### src/rtl/prbs_ber_pkg.sv
// prbs_ber_pkg: shared definitions for the PRBS bit-error-rate engine.
//   ber_state_e : measurement state encoding
//   lfsr_taps   : two-tap feedback mask for each supported polynomial order
//   order_legal : true for the supported LFSR orders
//   LFSR_SEED   : LFSR load value after reset or after an all-zero lockup
//   HIST_DEPTH  : depth of the launched-bit history (max LOOP_DELAY + 1)
package prbs_ber_pkg;

  typedef enum logic [1:0] {
    ST_IDLE = 2'd0,
    ST_RUN  = 2'd1,
    ST_DONE = 2'd2
  } ber_state_e;

  localparam int MAX_ORDER  = 15;
  localparam int HIST_DEPTH = 16;

  localparam logic [MAX_ORDER-1:0] LFSR_SEED = 15'd1;

  // Tap n of the polynomial maps to register bit n-1.
  function automatic logic [MAX_ORDER-1:0] lfsr_taps(input int order);
    case (order)
      7:       lfsr_taps = 15'h0060;  // taps 7,6
      9:       lfsr_taps = 15'h0110;  // taps 9,5
      10:      lfsr_taps = 15'h0240;  // taps 10,7
      15:      lfsr_taps = 15'h6000;  // taps 15,14
      default: lfsr_taps = 15'h0000;
    endcase
  endfunction

  function automatic bit order_legal(input int order);
    return (order == 7) || (order == 9) || (order == 10) || (order == 15);
  endfunction

endpackage

### src/rtl/bit_rate_divider.sv
// bit_rate_divider: free-running 0..DIV-1 counter that produces the bit
// launch and receiver sample clock enables.
//   clk_i    : system clock
//   rst_i    : synchronous active-high reset (counter returns to 0)
//   launch_o : high while the count is 0
//   sample_o : high while the count is SAMPLE_PHASE
module bit_rate_divider #(
  parameter int DIV          = 16,
  parameter int SAMPLE_PHASE = 8
) (
  input  logic clk_i,
  input  logic rst_i,
  output logic launch_o,
  output logic sample_o
);

  localparam int CW = (DIV > 1) ? $clog2(DIV) : 1;

  logic [CW-1:0] cnt_q;

  always_ff @(posedge clk_i) begin
    if (rst_i) begin
      cnt_q <= '0;
    end else if (cnt_q == CW'(DIV - 1)) begin
      cnt_q <= '0;
    end else begin
      cnt_q <= cnt_q + CW'(1);
    end
  end

  assign launch_o = (cnt_q == '0);
  assign sample_o = (cnt_q == CW'(SAMPLE_PHASE));

endmodule

### src/rtl/prbs_ber_engine.sv
// prbs_ber_engine: transmits a PRBS on o_PRBS and measures the bit error
// rate of the looped-back i_ReceivedSignal over one window of bits.
//   CLK              : system clock
//   i_Reset          : synchronous active-high reset
//   i_Start          : one-cycle request to start a measurement
//   i_ReceivedSignal : receiver comparator output, synchronous to CLK
//   o_PRBS           : laser drive bit (LFSR MSB)
//   o_BitTick        : one-cycle pulse when a new bit is launched
//   o_Busy / o_Done  : measurement running / finished
//   o_Error          : one-cycle pulse per counted mismatch
//   o_BitCount       : compared bits, o_ErrorCount: mismatched bits
//   o_Saturated      : sticky, set when either counter saturates
//
// state   | meaning
// IDLE    | no measurement since reset; PRBS still transmitted
// RUN     | pipeline fill, then counting sample points
// DONE    | window complete; counters hold
module prbs_ber_engine
  import prbs_ber_pkg::*;
#(
  parameter int CLK_HZ       = 16000000,
  parameter int BPS          = 1000000,
  parameter int LFSR_ORDER   = 10,
  parameter int SAMPLE_PHASE = (CLK_HZ / BPS) / 2,
  parameter int LOOP_DELAY   = 0,
  parameter int WINDOW_BITS  = (1 << LFSR_ORDER) - 1,
  parameter int CNT_W        = 16
) (
  input  logic             CLK,
  input  logic             i_Reset,
  input  logic             i_Start,
  input  logic             i_ReceivedSignal,
  output logic             o_PRBS,
  output logic             o_BitTick,
  output logic             o_Busy,
  output logic             o_Done,
  output logic             o_Error,
  output logic [CNT_W-1:0] o_BitCount,
  output logic [CNT_W-1:0] o_ErrorCount,
  output logic             o_Saturated
);

  localparam int DIV = CLK_HZ / BPS;

  // A counter narrower than the window is accepted on purpose: it saturates,
  // raises o_Saturated, and the measurement then never completes.
  if (DIV < 4) begin : g_bad_div
    $fatal(1, "prbs_ber_engine: CLK_HZ/BPS must be at least 4");
  end
  if (!order_legal(LFSR_ORDER)) begin : g_bad_order
    $fatal(1, "prbs_ber_engine: LFSR_ORDER must be 7, 9, 10 or 15");
  end
  if (SAMPLE_PHASE < 1 || SAMPLE_PHASE > DIV - 1) begin : g_bad_phase
    $fatal(1, "prbs_ber_engine: SAMPLE_PHASE must be in 1..DIV-1");
  end
  if (LOOP_DELAY < 0 || LOOP_DELAY >= HIST_DEPTH) begin : g_bad_delay
    $fatal(1, "prbs_ber_engine: LOOP_DELAY must be in 0..15");
  end
  if (WINDOW_BITS < 1) begin : g_bad_window
    $fatal(1, "prbs_ber_engine: WINDOW_BITS must be positive");
  end
  if (CNT_W < 1 || CNT_W > 32) begin : g_bad_cntw
    $fatal(1, "prbs_ber_engine: CNT_W must be in 1..32");
  end

  localparam logic [MAX_ORDER-1:0]  TAPS_ALL   = lfsr_taps(LFSR_ORDER);
  localparam logic [LFSR_ORDER-1:0] TAPS       = TAPS_ALL[LFSR_ORDER-1:0];
  localparam logic [LFSR_ORDER-1:0] SEED       = LFSR_SEED[LFSR_ORDER-1:0];
  localparam logic [CNT_W-1:0]      CNT_MAX    = '1;
  localparam logic [CNT_W-1:0]      CNT_ONE    = CNT_W'(1);
  localparam logic [31:0]           WINDOW_END = 32'(WINDOW_BITS);

  logic launch_en, sample_en;

  bit_rate_divider #(
    .DIV          (DIV),
    .SAMPLE_PHASE (SAMPLE_PHASE)
  ) u_div (
    .clk_i    (CLK),
    .rst_i    (i_Reset),
    .launch_o (launch_en),
    .sample_o (sample_en)
  );

  // Transmitter: runs from reset release regardless of the measurement state.
  logic [LFSR_ORDER-1:0] lfsr_q, lfsr_d;
  logic [HIST_DEPTH-1:0] hist_q;   // bit 0 always equals o_PRBS
  logic                  bit_tick_q;

  always_comb begin
    lfsr_d = lfsr_q;
    if (launch_en) begin
      if (lfsr_q == '0) lfsr_d = SEED;
      else              lfsr_d = {lfsr_q[LFSR_ORDER-2:0], ^(lfsr_q & TAPS)};
    end
  end

  always_ff @(posedge CLK) begin
    if (i_Reset) begin
      lfsr_q     <= SEED;
      hist_q     <= '0;
      bit_tick_q <= 1'b0;
    end else begin
      lfsr_q     <= lfsr_d;
      bit_tick_q <= launch_en;
      if (launch_en) hist_q <= (hist_q << 1) | HIST_DEPTH'(lfsr_d[LFSR_ORDER-1]);
    end
  end

  // Receiver / measurement FSM.
  ber_state_e       state_q;
  logic             busy_q, done_q, err_q, sat_q;
  logic [CNT_W-1:0] bit_cnt_q, err_cnt_q;
  logic [4:0]       fill_q;
  logic             mismatch;

  assign mismatch = i_ReceivedSignal != hist_q[LOOP_DELAY];

  always_ff @(posedge CLK) begin
    if (i_Reset) begin
      state_q   <= ST_IDLE;
      busy_q    <= 1'b0;
      done_q    <= 1'b0;
      err_q     <= 1'b0;
      sat_q     <= 1'b0;
      bit_cnt_q <= '0;
      err_cnt_q <= '0;
      fill_q    <= '0;
    end else begin
      err_q <= 1'b0;
      case (state_q)
        ST_IDLE, ST_DONE: begin
          // A sample point coinciding with i_Start is dropped here.
          if (i_Start) begin
            state_q   <= ST_RUN;
            busy_q    <= 1'b1;
            done_q    <= 1'b0;
            sat_q     <= 1'b0;
            bit_cnt_q <= '0;
            err_cnt_q <= '0;
            fill_q    <= '0;
          end
        end
        ST_RUN: begin
          if (32'(bit_cnt_q) == WINDOW_END) begin
            state_q <= ST_DONE;
            busy_q  <= 1'b0;
            done_q  <= 1'b1;
          end else if (sample_en) begin
            // Discard the first LOOP_DELAY+1 samples while the link fills.
            if (fill_q <= 5'(LOOP_DELAY)) begin
              fill_q <= fill_q + 5'd1;
            end else begin
              if (bit_cnt_q != CNT_MAX) bit_cnt_q <= bit_cnt_q + CNT_ONE;
              if (bit_cnt_q == CNT_MAX - CNT_ONE) sat_q <= 1'b1;
              if (mismatch) begin
                err_q <= 1'b1;
                if (err_cnt_q != CNT_MAX) err_cnt_q <= err_cnt_q + CNT_ONE;
                if (err_cnt_q == CNT_MAX - CNT_ONE) sat_q <= 1'b1;
              end
            end
          end
        end
        default: begin
          state_q <= ST_IDLE;
          busy_q  <= 1'b0;
          done_q  <= 1'b0;
        end
      endcase
    end
  end

  assign o_PRBS       = lfsr_q[LFSR_ORDER-1];
  assign o_BitTick    = bit_tick_q;
  assign o_Busy       = busy_q;
  assign o_Done       = done_q;
  assign o_Error      = err_q;
  assign o_BitCount   = bit_cnt_q;
  assign o_ErrorCount = err_cnt_q;
  assign o_Saturated  = sat_q;

endmodule
### config.mk
export PLATFORM = sky130hd
export DESIGN_NAME = prbs_ber_engine
export DESIGN_NICKNAME = d
export VERILOG_FILES = /design/src/rtl/prbs_ber_pkg.sv /design/src/rtl/bit_rate_divider.sv /design/src/rtl/prbs_ber_engine.sv
export SDC_FILE = /design/constraint.sdc
export NUM_CORES = 1
export LEC_CHECK = 0
export CAP_MARGIN = 15
export CORE_MARGIN = 8
export CORE_UTILIZATION = 59
export DETAILED_ROUTE_END_ITERATION = 16
export GPL_ROUTABILITY_DRIVEN = 0
export GPL_TIMING_DRIVEN = 0
export HOLD_SLACK_MARGIN = 0.03
export PLACE_DENSITY = 0.89
export SLEW_MARGIN = 20
export SYNTH_ARGS = -nofsm -noshare
export SYNTH_HDL_FRONTEND = slang
export SYNTH_HIERARCHICAL = 1
export SYNTH_SLANG_ARGS = --single-unit
### constraint.sdc
create_clock -name CLK -period 3.43 [get_ports CLK]
set_input_delay 0.686 -clock CLK [delete_from_list [all_inputs] [get_ports CLK]]
set_output_delay 0.686 -clock CLK [all_outputs]
set_load 0.05 [all_outputs]
==> metrics.md, run 1 <==
| Metric | Value |
|---|---|
| Status | finished, final reports clean |
| Part of the Yosys area used for sequential elements | 37.1% |
| EDFF count, synth | 0 |
| Largest family of logic cells by synthesized area | simple AND/OR/NAND/NOR gates |
| Rows | 26 |
| Core footprint | 0.00511 mm^2 |
| Leakage Power | 1.28 nW |
| Fin. max-slew vios | 0 |
| Global-route wire length before repair | 14300 um |
| Post-synthesis mux area share | 3.64% |
| Worst-path clk slew | 60 ps |
| Tmin final | 2590 ps |
| Post-synthesis compound-gate area fraction | 22.9% |
| DRC | 0 |
| Area of the multi-input gates | 0.00175 mm^2 |
| Post-CTS resize count | 0 |
| Worst Clk Skew | 8.80 ps |
| Cts bufs inserted | 9 |
| # fillers | 383 |
| Worst EP arrival | 2820 ps |
| Max Fclk | 386 MHz |
| Die Footprint | 0.00788 mm^2 |
| Initial antenna violation count | 0 |
| Peak VDD IR | 0.269 mV |
| Maximum buffer depth of the clock tree | 2 |
| Comb pwr share | 10.3% |
| Internal | 0.00119 W |
| Final net count | 414 |
| XOR/XNOR share of the synthesized area | 0.841% |
| Antenna viol nets, final | 0 |
| Vias in the first global route | 3160 |
| Vias post-DR | 3210 |
| Required time of the critical path | 3660 ps |
| Wire per inst | 18.8 um |
| Worst-margin pin slew | 707 ps |
| Final wirelength | 8940 um |
| All-Layer GR Usage | 23.0% |
| Synth Register Bits | 58 |
| Max incr delay on CP | 590 ps |
| Detailed Routing Iterations Pass 1 | 5 |
| Final hold vios | 0 |
| Share of cells above drive strength 1 | 11.3% |
| I/O Buffers | 41 |
| Ys flop type | dfxtp_1 |
| Slowest CP cell | nor2b_1 |
| Syn avg cell area | 8.93 um^2 |
| Layout Area Growth over Synthesis | 22.9% |
| Antenna Diode Count | 0 |
| Critical-path maximum fanout | 10 |
| H-tree levels | 3 |
| Slew headroom | 52.8% |
| Seq. cell area | 0.00116 mm^2 |
| Synthesized Nets | 362 |
| Adder and majority gate portion of the synthesized area | 3.20% |
| Starting density of the core | 61.2% |
| Synth Cell Area | 0.00313 mm^2 |
| Die W | 88.8 um |
| Sequential power share | 44.5% |
| Synth cell types | 62 |
| Critical path launch point type | input pin |
| Worst path buffer plus inverter count | 2 |
| Clock Latency Late Sink | 340 ps |
| Final Util | 75.2% |
| GRT overflow | 0 |
| Final Setup Violations | 0 |
| Clock Power Share | 45.2% |
| Crit path max-delay family | simple AND/OR/NAND/NOR gates |
| Sum Neg Setup Slack | 0 ps |
| Hold Buf Count CTS | 0 |
| CTS tree | done |
| Yosys warnings | 6 |
| Io pins | 42 |
| Post-Synth Simple-Gate Area | 25.5% |
| Crit. End Element | flip-flop |
| Setup bufs post-CTS | 0 |
| Syn Inst Count | 350 |
| Die Y-Extent | 88.8 um |
| Cells along the critical path | clkdlybuf4s50_1, nor2b_1, o22ai_4, buf_6, nor3_1, mux2_2 |
| HPWL after detailed placement | 6000 um |
| PwrDens | 409 mW/mm^2 |
| Async set-reset flop share out of synthesis | 0% |
| Setup CP Type | in -> reg |
| Root Buffer | clkbuf_8 |
| TritonCTS Sinks | 58 |
| Max-cap violation count | 0 |
| Iteration-0 DRC Markers | 334 |
| Vias per inst | 6.74 |
| Final period util | 75.4% |
| RSZ-0062 raised after global routing | false |
| P_sw | 0.000380 W |
| Largest net degree at the start of global routing | 11 |
| Switching share of power | 24.1% |
| Class of the worst hold path | reg -> reg |
-- power groups by stage --
| stage | clock network [W] | registers [W] | logic [W] |
|---|---|---|---|
| 2_1_floorplan | 0 | 0.000723 | 0.000103 |
| 3_3_place_gp | 0 | 0.000713 | 0.000152 |
| 3_5_place_dp | 0 | 0.000714 | 0.000158 |
| 4_1_cts | 0.000715 | 0.000699 | 0.000159 |
| 5_1_grt | 0.000737 | 0.000700 | 0.000173 |
| 6_report | 0.000711 | 0.000699 | 0.000162 |
-- routing by layer --
layer	track usage (%)	share of wire (%)	up-vias
li1	-	-	1453
met5	0	0	-
met2	37.4	47	214
met4	16.3	3.9	0
met1	25.7	39	1495
met3	5.66	10	48
-- area by class of cell --
class	instances	share of cell area (%)
tap	70	2.28
timing repair buffer	41	10.7
sequential	58	30.2
buffer	22	4.17
clock inverter	2	1.56
multi-input combinational	256	45.6
clock buffer	13	4.14
inverter	14	1.37
-- cells in the final DEF (no fill, tap or decap), types with 9 or more instances in the layout --
| cell type | netlist | routed |
|---|---|---|
| nand4_1 | 11 | 11 |
| nor2_1 | 24 | 24 |
| a21oi_1 | 19 | 19 |
| clkbuf_8 | 3 | 14 |
| o31ai_1 | 17 | 17 |
| inv_1 | 12 | 12 |
| nor3_1 | 9 | 9 |
| clkdlybuf4s50_1 | 0 | 41 |
| a31oi_1 | 9 | 9 |
| clkbuf_1 | 7 | 9 |
| o311ai_0 | 10 | 10 |
| nand3_1 | 15 | 15 |
| o41ai_1 | 10 | 10 |
| nand2_1 | 23 | 23 |
| dfxtp_1 | 58 | 58 |
-- sequential cells by signal, indices dropped and copies added (netlist names) --
name	flops
fill_q	5
hist_q	1
lfsr_q	10
o_BitCount	16
o_BitTick	1
o_Busy	1
o_Error	1
o_ErrorCount	16
o_Saturated	1
state_q	2
u_div/cnt_q	4
-- worst reg2reg max path: stages, from the launching register on --
cell and delay [ps]:
dfxtp_1 510, ha_1 280, nand3_1 190, or3_4 460, nor2_4 200, clkbuf_1 470
o311ai_0 240, o31ai_1 100
-- metrics by stage --
stage	total power, W	instance area [um^2]	hold WS [ps]	instances	setup WS [ps]
2_1_floorplan	0.000826	3130	444	350	943
4_1_cts	0.00157	3840	471	476	884
6_report	0.00157	3840	471	476	842
3_5_place_dp	0.000871	3620	462	461	547
3_3_place_gp	0.000865	3620	456	461	542
5_1_grt	0.00161	3840	500	476	696
-- Yosys cell counts, drive strengths merged, types with 2 or more instances --
| master | number | area, um^2 |
|---|---|---|
| nor2b | 6 | 37.5 |
| nor4 | 4 | 25.0 |
| and2 | 2 | 12.5 |
| or3 | 5 | 36.3 |
| nor3b | 3 | 22.5 |
| a31oi | 9 | 56.3 |
| and3 | 7 | 50.1 |
| nor2 | 25 | 101 |
| inv | 13 | 48.8 |
| nand3 | 15 | 75.1 |
| and4 | 5 | 43.8 |
| ha | 8 | 100 |
| or4b | 3 | 30.0 |
| o211ai | 5 | 37.5 |
| nor3 | 9 | 45.0 |
| dfxtp | 58 | 1160 |
| a211oi | 3 | 22.5 |
| o311ai | 12 | 105 |
| clkbuf | 10 | 67.6 |
| o21ai | 11 | 58.8 |
| a2111oi | 2 | 17.5 |
| o32ai | 3 | 26.3 |
| or4 | 8 | 66.3 |
| xnor2 | 2 | 17.5 |
| a21oi | 21 | 120 |
| o41ai | 11 | 104 |
| nand2b | 5 | 31.3 |
| buf | 12 | 92.6 |
| mux2i | 9 | 103 |
| o31ai | 17 | 128 |
| nand2 | 23 | 86.3 |
| nand4 | 13 | 103 |
| o22ai | 4 | 38.8 |
-- worst paths after layout --
check	from	to	slack, ps	depth (start not counted)
worst min-delay path	fill_q[1]$_SDFFE_PP0P_	fill_q[1]$_SDFFE_PP0P_	470	2
worst max register to register	o_BitCount[0]$_SDFFE_PP0P_	o_BitCount[9]$_SDFFE_PP0P_	900	7
worst max-delay path	i_Start	o_ErrorCount[1]$_SDFFE_PP0P_	840	6
worst min register to register	fill_q[1]$_SDFFE_PP0P_	fill_q[1]$_SDFFE_PP0P_	470	2
-- logic make-up after synthesis --
logic type	after synthesis
XOR/XNOR	3
multiplexers	10
buffers and inverters	36
AND/OR/NAND/NOR	137
adder cells (fa/ha/maj)	8
AO/OA/AOI/OAI	98
flip-flops	58
Note: power is estimated with default switching activity, not from simulation.
==> inputs of run 2 (changes only) <==
CORE_UTILIZATION = 55   (was 59)
PLACE_DENSITY = 0.84   (was 0.89)
clock period = 2.4 ns   (was 3.43 ns; I/O delays follow)
==> run 2 against run 1 <==
Worst hold slack gained 7.3 ps. Final cell count up 0.63%. Total power rose by 28%. Utilization shrank 6.2 points. Clock skew down 3.5 ps. Clock power is 11% higher. Critical path depth is 1 higher. Non-clock buffer count stayed put. Via count fell by 5.6%. Register-to-register slack worse by 750 ps. Wire length fell by 6.4%. Largest power group is now registers. Highest routed layer unchanged.
==> metrics.md, run 2 (same netlist as run 1, synthesis figures left out) <==
| Metric | Value |
|---|---|
| Design area | 0.00380 mm^2 |
| Setup CP Type | reg -> reg |
| Final period util | 93.8% |
| Worst Clk Skew | 5.29 ps |
| Die W | 91.4 um |
| Antenna viol nets, final | 0 |
| Final wirelength | 8360 um |
| Starting density of the core | 56.8% |
| Io pins | 42 |
| # fillers | 459 |
| Root Buffer | clkbuf_8 |
| Iteration-0 DRC Markers | 312 |
| Hold slack | 478 ps |
| Die Footprint | 0.00835 mm^2 |
| Required time of the critical path | 2650 ps |
| Rows | 27 |
| Maximum buffer depth of the clock tree | 2 |
| Crit. End Element | flip-flop |
| Layout Area Growth over Synthesis | 21.5% |
| Die Y-Extent | 91.4 um |
| WHS Path Cells | 2 |
| Slew headroom | 56.1% |
| Placed Instance Area | 0.00363 mm^2 |
| Most frequent cells in the layout | dfxtp_1, clkdlybuf4s50_1, nor2_1 |
| Worst EP arrival | 2500 ps |
| Tmin final | 2250 ps |
| Vias post-DR | 3029 |
| Antenna Diode Count | 0 |
| All-Layer GR Usage | 20.3% |
| Commonest non-fill, non-tap cell in the layout | dfxtp_1 |
| Critical path launch point type | flip-flop |
| PwrDens | 531 mW/mm^2 |
| Final hold vios | 0 |
| GRT overflow | 0 |
| I/O Buffers | 41 |
| TritonCTS Sinks | 58 |
| Worst-margin pin slew | 656 ps |
| Critical-path maximum fanout | 10 |
| Leakage Power | 1.26 nW |
| Cts bufs inserted | 9 |
| Max-cap violation count | 0 |
| Fin. max-slew vios | 0 |
| Detailed Routing Iterations Pass 1 | 6 |
| R2r worst-path depth | 7 |
| Worst-path clk slew | 70 ps |
| CTS tree | done |
| Status | finished, final reports clean |
| Sum Neg Setup Slack | 0 ps |
| Clock Latency Late Sink | 340 ps |
| Wire per inst | 17.5 um |
| Class of the worst hold path | reg -> reg |
| HPWL after detailed placement | 5690 um |
| Share of cells above drive strength 1 | 12.3% |
| RSZ-0062 raised after global routing | false |
| Final net count | 414 |
| Vias in the first global route | 2942 |
| Core footprint | 0.00551 mm^2 |
| Global-route wire length before repair | 14000 um |
| H-tree levels | 3 |
| Final Setup Violations | 0 |
| Max Fclk | 444 MHz |
| Peak VDD IR | 0.350 mV |
| Hold Buf Count CTS | 0 |
| Post-CTS resize count | 0 |
| Setup bufs post-CTS | 0 |
| Initial antenna violation count | 0 |
| Largest net degree at the start of global routing | 11 |
| Vias per inst | 6.32 |
| DRC | 0 |
## run 2: cell types whose count changed in the layout (fill, tap and decap cells not counted), sizes merged
| cell | delta |
|---|---|
| bufinv | -2 |
| clkinvlp | +1 |
| clkinv | +1 |
| clkbuf | +1 |
## run 2: per-layer routing
layer / track usage, % / up-vias / part of all wire (%)
li1: - / 1463 / -
met5: 0 / - / 0
met4: 12.3 / 0 / 2.5
met3: 4.86 / 22 / 6.9
met2: 31.9 / 123 / 47
met1: 24.6 / 1421 / 44
## run 2: cell type report
class,count,area (um^2),share of cell area (%)
plain buffers,22,163,4.28
clock buffers,14,153,4.02
clock inverters,2,12.5,0.329
inverters,14,52.6,1.38
multi-input cells,256,1750,46.2
flip-flops and latches,58,1160,30.6
well taps,72,90.1,2.37
repair buffers,41,410,10.8
## run 2: metrics by stage
step | std cells | setup WS, ps | power, W | utilization (%)
2_1_floorplan | 350 | 128 | 0.00118 | -
3_3_place_gp | 463 | -304 | 0.00124 | 65.9
3_5_place_dp | 463 | -301 | 0.00124 | 65.9
4_1_cts | 479 | 31.0 | 0.00202 | 68.9
5_1_grt | 479 | 10.2 | 0.00209 | 69.0
6_report | 479 | 148 | 0.00202 | 69.0
## run 2: path summary, 6_finish.rpt
kind	startpoint	end	slack [ps]
max	o_BitCount[0]$_SDFFE_PP0P_	o_BitCount[7]$_SDFFE_PP0P_	150
min	fill_q[1]$_SDFFE_PP0P_	fill_q[1]$_SDFFE_PP0P_	480
max reg2reg	o_BitCount[0]$_SDFFE_PP0P_	o_BitCount[7]$_SDFFE_PP0P_	150
min reg2reg	fill_q[1]$_SDFFE_PP0P_	fill_q[1]$_SDFFE_PP0P_	480
## run 2: worst max-delay path, stage by stage, from the launching register on
cell and delay, ps:
dfxtp_2 420, ha_1 230, nand3_1 200, or4_4 610, a21oi_4 280, buf_6 200
o311ai_1 110, o31ai_1 110
## run 2: report_power, final
part	switching (W)	internal [W]	leakage (nW)	total, W
Combinational	0.000145	0.0000850	0.707	0.000230
Clock	0.000384	0.000403	0.0807	0.000787
Sequential	0.0000161	0.000983	0.470	0.000999
